File: src/rtl/button_pair_sel.sv
// Button conditioning and operand-pair selection: sync, debounce, press pulses, and A/B pairing FSM.
// Optional expiry of a pending selection is built when BUTTON_PAIR_SEL_TIMEOUT_EN is defined.
module button_pair_sel #(
    parameter int N             = 10,
    parameter int IDX_W         = 4,
    parameter int DB_TICKS      = 4,
    parameter int TIMEOUT_TICKS = 1024
) (
    input  logic             clk,
    input  logic             rst_n,
    input  logic             sample_en,
    input  logic [N-1:0]     buttons,
    output logic [N-1:0]     press_pulse,
    output logic             sel_pending,
    output logic             pair_valid,
    input  logic             pair_ready,
    output logic [IDX_W-1:0] idx_a,
    output logic [IDX_W-1:0] idx_b,
    output logic             timeout
);

    localparam int CNT_W = (DB_TICKS > 1) ? $clog2(DB_TICKS) : 1;
    localparam int TO_W  = (TIMEOUT_TICKS > 1) ? $clog2(TIMEOUT_TICKS) : 1;

    if (N < 2 || N > 16 || (1 << IDX_W) < N || DB_TICKS < 1 || TIMEOUT_TICKS < 1) begin : g_bad_params
        $error("button_pair_sel: illegal parameter combination");
    end

    typedef enum logic [1:0] {
        IDLE   = 2'd0,
        HAVE_A = 2'd1,
        OUT    = 2'd2
    } state_t;

    logic [N-1:0]     sync_q1;
    logic [N-1:0]     sync_q2;
    logic [N-1:0]     stable;
    logic [N-1:0]     db_done;
    logic [CNT_W-1:0] db_cnt [N];

    state_t           state;
    state_t           state_next;
    logic [IDX_W-1:0] idx_a_next;
    logic [IDX_W-1:0] idx_b_next;
    logic             pick_valid;
    logic [IDX_W-1:0] pick_idx;

    always_ff @(posedge clk or negedge rst_n) begin
        if (!rst_n) begin
            sync_q1 <= '0;
            sync_q2 <= '0;
        end else begin
            sync_q1 <= buttons;
            sync_q2 <= sync_q1;
        end
    end

    // A button's new level is accepted on the DB_TICKS-th consecutive differing sample.
    always_comb begin
        db_done = '0;
        for (int i = 0; i < N; i++) begin
            db_done[i] = sample_en && (sync_q2[i] != stable[i]) &&
                         (db_cnt[i] == CNT_W'(DB_TICKS - 1));
        end
    end

    always_ff @(posedge clk or negedge rst_n) begin
        if (!rst_n) begin
            stable      <= '0;
            press_pulse <= '0;
            for (int i = 0; i < N; i++) begin
                db_cnt[i] <= '0;
            end
        end else begin
            press_pulse <= db_done & sync_q2;
            for (int i = 0; i < N; i++) begin
                if (sample_en) begin
                    if (sync_q2[i] == stable[i]) begin
                        db_cnt[i] <= '0;
                    end else if (db_done[i]) begin
                        stable[i] <= sync_q2[i];
                        db_cnt[i] <= '0;
                    end else begin
                        db_cnt[i] <= db_cnt[i] + 1'b1;
                    end
                end
            end
        end
    end

    // Lowest-index pulse wins when several buttons are accepted in the same cycle.
    always_comb begin
        pick_valid = |press_pulse;
        pick_idx   = '0;
        for (int i = N - 1; i >= 0; i--) begin
            if (press_pulse[i]) begin
                pick_idx = IDX_W'(i);
            end
        end
    end

`ifdef BUTTON_PAIR_SEL_TIMEOUT_EN
    logic [TO_W-1:0] to_cnt;
    logic            expire;
    logic            timeout_q;
    logic            timeout_next;

    assign expire  = sample_en && (to_cnt == TO_W'(TIMEOUT_TICKS - 1));
    assign timeout = timeout_q;

    always_ff @(posedge clk or negedge rst_n) begin
        if (!rst_n) begin
            to_cnt    <= '0;
            timeout_q <= 1'b0;
        end else begin
            timeout_q <= timeout_next;
            if (state != HAVE_A) begin
                to_cnt <= '0;
            end else if (sample_en) begin
                to_cnt <= to_cnt + 1'b1;
            end
        end
    end
`else
    assign timeout = 1'b0;
`endif

    always_ff @(posedge clk or negedge rst_n) begin
        if (!rst_n) begin
            state <= IDLE;
            idx_a <= '0;
            idx_b <= '0;
        end else begin
            state <= state_next;
            idx_a <= idx_a_next;
            idx_b <= idx_b_next;
        end
    end

    // Presses while a pair is on offer are ignored; a B press beats a same-cycle expiry.
    always_comb begin
        state_next   = state;
        idx_a_next   = idx_a;
        idx_b_next   = idx_b;
`ifdef BUTTON_PAIR_SEL_TIMEOUT_EN
        timeout_next = 1'b0;
`endif
        case (state)
            IDLE: begin
                if (pick_valid) begin
                    idx_a_next = pick_idx;
                    state_next = HAVE_A;
                end
            end
            HAVE_A: begin
                if (pick_valid) begin
                    if (pick_idx == idx_a) begin
                        state_next = IDLE;
                    end else begin
                        idx_b_next = pick_idx;
                        state_next = OUT;
                    end
                end
`ifdef BUTTON_PAIR_SEL_TIMEOUT_EN
                else if (expire) begin
                    state_next   = IDLE;
                    timeout_next = 1'b1;
                end
`endif
            end
            OUT: begin
                if (pair_ready) begin
                    state_next = IDLE;
                end
            end
            default: begin
                state_next = IDLE;
            end
        endcase
    end

    assign sel_pending = (state != IDLE);
    assign pair_valid  = (state == OUT);

endmodule

File: config.mk
export PLATFORM = sky130hd
export DESIGN_NAME = button_pair_sel
export DESIGN_NICKNAME = d
export VERILOG_FILES = /design/src/rtl/button_pair_sel.sv
export SDC_FILE = /design/constraint.sdc
export NUM_CORES = 1
export LEC_CHECK = 0
export ABC_AREA = 1
export BUFFER_PORTS_ARGS = -buffer_cell sky130_fd_sc_hd__buf_4
export CAP_MARGIN = 15
export CELL_PAD_IN_SITES_DETAIL_PLACEMENT = 0
export CELL_PAD_IN_SITES_GLOBAL_PLACEMENT = 1
export CORE_MARGIN = 2
export CORE_UTILIZATION = 50
export CTS_BUF_LIST = sky130_fd_sc_hd__clkbuf_4
export CTS_CLUSTER_DIAMETER = 100
export DETAILED_ROUTE_END_ITERATION = 12
export PLACE_DENSITY = 0.95
export SKIP_CTS_REPAIR_TIMING = 1
export SYNTH_ARGS = -nofsm -noshare
export SYNTH_HDL_FRONTEND = slang
export SYNTH_SLANG_ARGS = --single-unit
File: constraint.sdc
create_clock -name clk -period 4.4 [get_ports clk]
set_input_delay 1.1 -clock clk [delete_from_list [all_inputs] [get_ports clk]]
set_output_delay 1.1 -clock clk [all_outputs]
set_load 0.01 [all_outputs]
-- Word-level counts from Yosys, hierarchy flattened
Cells that the tools add are included.
- add/sub/neg operators: 10
- equal/unequal tests: 36
- mux-type cells: 35
- bitwise logic cells: 12
- reductions and logical operators: 36
- operators with widths (operator ; count):
    2-bit 2-to-1 mux ; 24
    4-bit 2-to-1 mux ; 10
    3-bit AND reduction ; 12
    2-bit == test, second input constant ; 11
    2-bit by 1-bit adder with 2-bit output, second input constant ; 10
    1-bit logical AND ; 20
    1-bit NOT ; 11
    10-bit AND ; 1
    1-bit == test ; 10
    1-bit inequality test ; 10
    10-bit OR reduction ; 1
    2-bit case mux with 3 select lines ; 1
    4-bit == test ; 1
    2-bit inequality test, second input constant ; 2
    2-bit by 1-bit == test with 1-bit output, second input constant ; 1
    2-bit zero test ; 1
    2-bit by 1-bit inequality test with 1-bit output, second input constant ; 1
    2-bit AND reduction ; 1
    2-bit nonzero test ; 1
- flip-flop bits (word level): 70
- input port bits: 14

-- Longest topological paths before layout
Gate-level depths: netlist of the first run.
- depth after elaboration: 14
- gate-level depth with buffers: 15

-- Worst setup path before layout of the first run
OpenSTA, ideal clock, no wires.
- path kind: input to register
- from: in sample_en
- to: reg stable[0]
- setup time: 0.123 ns
- data arrival time: 1.656 ns
- required time: 4.277 ns
- slack: 2.621 ns
- stages on the path: 4
- cell sequence: buf_1 -> nand2_1 -> o21ai_0 -> nand2_1
- cells in the longest elaborated chain, start to end: 3
- ends and longest elaborated chain (element ; RTL line ; source):
    start: declaration ; 11 ; input logic sample_en,
    1-bit logical AND (2 in series) ; 62 ; db_done[i] = sample_en && (sync_q2[i] != stable[i]) &&
    3-bit AND reduction (no source line) (*) ; - ;
    end signal: indexed assignment ; 81 ; stable[i] <= sync_q2[i];
    end: declaration ; 37 ; logic [N-1:0] stable;
Every way passes the cells marked *; elsewhere a longest branch is shown, timed or not.
A chain may end at the register's enable or synchronous reset.

-- Final worst setup path of the first run
- from: reg state[1]
- to: out sel_pending
- cells in the longest elaborated chain, start to end: 1
- ends and longest elaborated chain (element ; RTL line ; source):
    start: declaration ; 41 ; state_t state;
    start signal: assignment ; 134 ; state <= state_next;
    2-bit nonzero test ; 182 ; assign sel_pending = (state != IDLE);
    end: declaration ; 14 ; output logic sel_pending,
No other way between the ends.

==> results of run 1 <==
[logic make-up (layout without fill, tap and decap cells)]
| kind of cell | count (synthesis) | after routing | share of synthesized area (%) |
|---|---|---|---|
| and+or+nand+nor | 115 | 115 | 17.6 |
| adders and majority gates | 10 | 10 | 4.25 |
| buffers and inverters | 69 | 111 | 8.92 |
| other | 1 | 1 | 0.127 |
| xor gates and xnor gates | 10 | 10 | 2.97 |
| DFF | 70 | 70 | 59.5 |
| AOI/OAI and AO/OA | 36 | 36 | 6.59 |
[state kept, by name (all words and copies together), names as in the netlist]
name	count
db_cnt	20
idx_a	4
idx_b	4
press_pulse	10
stable	10
state	2
sync_q1	10
sync_q2	10
[layer usage]
metal	part of all wire, %	vias up	wire (um)
li1	-	1034	-
met1	45	934	2270
met2	49	38	2460
met3	4.0	10	200
met4	2.4	0	119
met5	0	-	0
[power groups by stage]
stage / clock, mW / combinational [mW] / sequential [mW]
3_5_place_dp: 0 / 0.489 / 0.879
4_1_cts: 0.341 / 0.493 / 0.868
6_report: 0.330 / 0.485 / 0.867
3_3_place_gp: 0 / 0.466 / 0.870
2_1_floorplan: 0 / 0.343 / 0.867
5_1_grt: 0.372 / 0.570 / 0.885
[cell type report]
type | count | share of cell area (%)
Clock inverter | 3 | 0.410
Inverter | 64 | 7.16
Tap cell | 72 | 2.68
Clock buffer | 11 | 2.46
Sequential cell | 70 | 52.2
Multi-Input combinational cell | 172 | 27.7
Timing Repair Buffer | 33 | 7.38
[layout by cell type, fill, tap and decap left out]
cell type	Yosys	layout
ha_1	10	10
nand3_4	1	1
o21ai_1	2	2
nor2_4	2	2
o21ai_0	23	23
nand3_2	4	4
inv_2	1	1
clkinv_1	2	3
clkinv_2	0	2
nor2_1	14	14
nor2_2	3	3
nand4_1	2	2
clkbuf_4	0	11
o22ai_1	11	11
nand3_1	13	13
conb_1	1	1
xor2_1	10	10
nand2_1	74	74
inv_1	61	61
dfrtp_1	70	70
buf_4	1	33
nand2_2	2	2
[worst paths after layout]
kind,to,start,cells past startpoint,slack [ns]
min in group asynchronous,press_pulse[6],rst_n,1,0.79
hold / removal,sync_q2[0],sync_q1[0],0,0.36
max in group asynchronous,db_cnt[15],rst_n,1,3.04
hold reg to reg,sync_q2[0],sync_q1[0],0,0.36
setup reg to reg,idx_b[3],press_pulse[3],12,2.82
setup / recovery,sel_pending,state[1],3,2.10
==> impl_results.md, run 1 <==
* Pre-CTS WS at 2.32 ns
* Sink Count at 70
* Layout cells sized above 1 at 16.7%
* Post-route non-filler standard cell count at 425
* Root Driver: clkbuf_4
* Post-DP Area at 3260 sq um
* Detailed Route WL at 5050 um
* Sw Ratio at 34.6%
* DR WL/cell at 11.9 um
* Final worst-path cycle share at 52.2%
* Cell family contributing the most delay on the critical path: flip-flops
* Critical Path AT at 1.20 ns
* Slew Limit Fails at 0
* Hold slack at 0.358 ns
* Met3 usage at 3.78%
* Area of the multi-input gates at 930 sq um
* Remaining Overflow, GRT at 0
* Pint at 1.10 mW
* Final setup margin at 2.10 ns
* Design Area, Final at 3360 sq um
* Initial antenna violation count at 0
* Filler cells at 508
* Critical path cell sequence: nor2_1, inv_1, buf_4
* Library cells used by synthesis at 22
* Initial core utilization at 52.5%
* Final Skew at 0.0118 ns
* Io pins at 35
* Placed cell count at 411
* Post-synth ARST share at 100%
* Total power at 1.68 mW
* Post-Synthesis Cells at 311
* Post-synthesis sequential area ratio at 59.5%
* Inserted Clock Buffers at 9
* Ant diodes at 0
* Top_reg_cell synth: dfrtp_1
* RSZ-0062 raised after global routing: false
* Yosys warns at 0
* Hold crit path type: reg2reg
* # DRC at 0
* DRT Pass-1 Iters at 4
* Core area at 5610 sq um
* Crit Path Class: reg2out
* Maximum vdd drop at 229 uV
* Detail Placement HPWL at 3490 um
* Net Switching at 583 uW
* Die Height at 80.7 um
* Deepest level of the CTS H-tree at 3
* Relative slew slack at 42.6%
* CP max stage delay at 0.42 ns
* CTS clk-pin slew, worst paths at 0.11 ns
* Combinational share of power at 28.8%
* Cell row count at 27
* Final setup vio count at 0
* Max-cap violations at 0
* Grt met1 use at 22.4%
* Die Span X at 80.7 um
* Least-Margin Pin Slew at 0.861 ns
* Iteration-0 DRC Markers at 131
* Cell taking the most area after synthesis: dfrtp_1
* Synth Net Count at 335
* Post-route minimum period at 2.30 ns
* Yosys reg bits at 70
* Vias in the first global route at 1973
* Vias at 2016
* Crit-path slowest cell: dfrtp_1
* Synth-to-Final Area Change at 14.0%
* Met2 usage at 30.1%
* Share of Yosys cell area claimed by the top area cell type at 59.5%
* Setup TNS at 0 ns
* Global placer's final weighted congestion at 0.760
* Status: finished clean
* Seq pwr share at 51.5%
* Count leader, synth: nand2_1
* Worst EP required at 3.30 ns
* Hold Vio Cnt, Final at 0
* Syn_area_per_cell at 9.47 sq um
* CTS tree: done
* Die Area at 6520 sq um
* Critical Path Sink Type: primary output
* Clk buf depth at 2
* Antenna-violating nets left at 0
* Power per Cell Area at 501 nW/um^2
* Largest net degree at the start of global routing at 71
* Post-synth top cells: nand2_1 (74), dfrtp_1 (70), inv_1 (61)
* Clock share of power at 19.6%
* Post-synth EDFFs at 0
* Pleak at 1.90 nW
* Finished Core Util at 59.8%
* Total track usage at 18.2%
* Startpoint Class: flip-flop
* First-pass GRT wire length at 8740 um
* # nets final at 374
* F_max at 436 MHz
* Worst path bufs/invs at 2
* Via density at 4.74
* Top post-synthesis cells by area: dfrtp_1 (59%), nand2_1 (9.4%), inv_1 (7.8%)
* Max FO, Critical Path at 3
* Reg area at 1750 sq um
* GR peak layer: met2
* Number of port buffers at 33
* Post-synthesis instance area at 2940 sq um
* Clk_lat worst skew at 0.41 ns
(Power assumes the default switching activity.)
==> inputs of run 2 (changes only) <==
--- a/config.mk
+++ b/config.mk
@@ -11,11 +11,11 @@
 export CELL_PAD_IN_SITES_DETAIL_PLACEMENT = 0
 export CELL_PAD_IN_SITES_GLOBAL_PLACEMENT = 1
 export CORE_MARGIN = 2
-export CORE_UTILIZATION = 50
+export CORE_UTILIZATION = 46
 export CTS_BUF_LIST = sky130_fd_sc_hd__clkbuf_4
 export CTS_CLUSTER_DIAMETER = 100
 export DETAILED_ROUTE_END_ITERATION = 12
-export PLACE_DENSITY = 0.95
+export PLACE_DENSITY = 0.93
 export SKIP_CTS_REPAIR_TIMING = 1
 export SYNTH_ARGS = -nofsm -noshare
 export SYNTH_HDL_FRONTEND = slang
==> constraint.sdc (replaced) <==
create_clock -name clk -period 2.35 [get_ports clk]
set_input_delay 0.5875 -clock clk [delete_from_list [all_inputs] [get_ports clk]]
set_output_delay 0.5875 -clock clk [all_outputs]
set_load 0.01 [all_outputs]
==> run 2 against run 1 <==
Design area grew 1.9%; sequential share of layout area shrank 0.96 points; wire length shrank 9.6%; non-clock buffer count grew 1; critical endpoint unchanged; highest routed layer unchanged.
==> impl_results.md, run 2 (synthesis results as in run 1) <==
* Setup TNS at 0 ns
* Clk buf depth at 2
* Max-cap violations at 0
* Highest-count cells in the layout ignoring fill and taps: nand2_1 (74), dfrtp_1 (70), inv_1 (61)
* Core area at 6280 sq um
* Final Skew at 0.0159 ns
* Post-DP Area at 3290 sq um
* Die Area at 7060 sq um
* Deepest level of the CTS H-tree at 3
* Detailed Route WL at 4570 um
* Critical Path AT at 1.23 ns
* Power per Cell Area at 949 nW/um^2
* CP max stage delay at 0.41 ns
* Antenna-violating nets left at 0
* DRT Pass-1 Iters at 4
* Design Area, Final at 3420 sq um
* Die Height at 84 um
* Synth-to-Final Area Change at 16.1%
* Number of port buffers at 33
* Hold crit path type: in2async
* CTS tree: done
* Met2 usage at 23.3%
* Total track usage at 15.2%
* Vias in the first global route at 1928
* Detail Placement HPWL at 3210 um
* GR peak layer: met2
* Inserted Clock Buffers at 9
* Max reg flops at 20
* Cell row count at 29
* Ant diodes at 0
* First-pass GRT wire length at 8420 um
* Pleak at 1.92 nW
* Clk_lat worst skew at 0.41 ns
* Crit Path Class: reg2out
* Initial core utilization at 46.9%
* # nets final at 375
* Via density at 4.55
* Final setup vio count at 0
* Met3 usage at 4.15%
* CTS clk-pin slew, worst paths at 0.12 ns
* Post-route minimum period at 1.82 ns
* Vias at 1971
* Final worst-path cycle share at 77.3%
* Sink Count at 70
* Die Span X at 84 um
* Most common cell after layout, fill and taps aside: nand2_1
* Layout cells sized above 1 at 17.1%
* Top reg by flops: db_cnt
* # DRC at 0
* RSZ-0062 raised after global routing: false
* Slew Limit Fails at 0
* Max FO, Critical Path at 3
* F_max at 550 MHz
* Root Driver: clkbuf_4
* Grt met1 use at 19.9%
* Remaining Overflow, GRT at 0
* Global placer's final weighted congestion at 0.727
* Maximum vdd drop at 465 uV
* DR WL/cell at 10.5 um
* Io pins at 35
* Worst path bufs/invs at 2
* Worst EP required at 1.76 ns
* Iteration-0 DRC Markers at 115
* Largest net degree at the start of global routing at 71
* Critical Path Sink Type: primary output
* Cell family contributing the most delay on the critical path: flip-flops
* Status: finished clean
* Initial antenna violation count at 0
* Crit-path slowest cell: dfrtp_1
* Startpoint Class: flip-flop
* Critical path cell sequence: nor2_1, inv_1, buf_4
* Hold Vio Cnt, Final at 0
-- run 2: cell types whose count changed in the layout (fill, tap and decap cells not counted), sizes merged --
cell,change
clkinvlp,+1
bufinv,+1
buf,+1
-- run 2: final timing paths --
path / end / cells after the start / startpoint / slack [ns]
max in group asynchronous: db_cnt[1] / 2 / rst_n / 1.89
min in group clk: sync_q1[6] / 1 / buttons[6] / 0.27
setup / recovery: sel_pending / 3 / state[1] / 0.53
hold / removal: stable[6] / 2 / rst_n / 0.16
setup reg to reg: idx_b[2] / 12 / press_pulse[4] / 0.77
hold reg to reg: sync_q2[7] / 0 / sync_q1[7] / 0.34
-- run 2: cell type report --
type | instances | area, sq um
fillers | 564 | 2860
inverters | 64 | 240
multi-input cells | 172 | 930
repair buffers | 34 | 268
flip-flops and latches | 70 | 1750
clock buffers | 11 | 82.6
clock inverters | 5 | 50.0
well taps | 77 | 96.3
-- run 2: per-stage QoR --
stage                     utilization [%]  cells  hold slack, ns  setup WS [ns]  power [mW]
final                                54.5    433           0.157          0.533        3.24
after global routing                 54.5    433           0.165          0.442        3.53
after CTS                            54.5    433           0.153          0.492        3.29
after detailed placement             52.3    417           0.336          0.754        2.53
after global placement               52.3    417           0.333          0.813        2.49
after floorplan                         -    311           0.292          0.908        2.27
-- run 2: routing by layer --
metal / vias up / part of all wire, %
li1: 1034 / -
met4: 0 / 2.5
met5: - / 0
met3: 12 / 5.3
met2: 43 / 46
met1: 882 / 47
-- run 2: power breakdown --
group / internal, mW / leakage [nW] / switching, mW
Combinational: 0.379 / 0.946 / 0.507
Sequential: 1.46 / 0.899 / 0.156
Clock: 0.340 / 0.0719 / 0.405
Total: 2.18 / 1.92 / 1.07
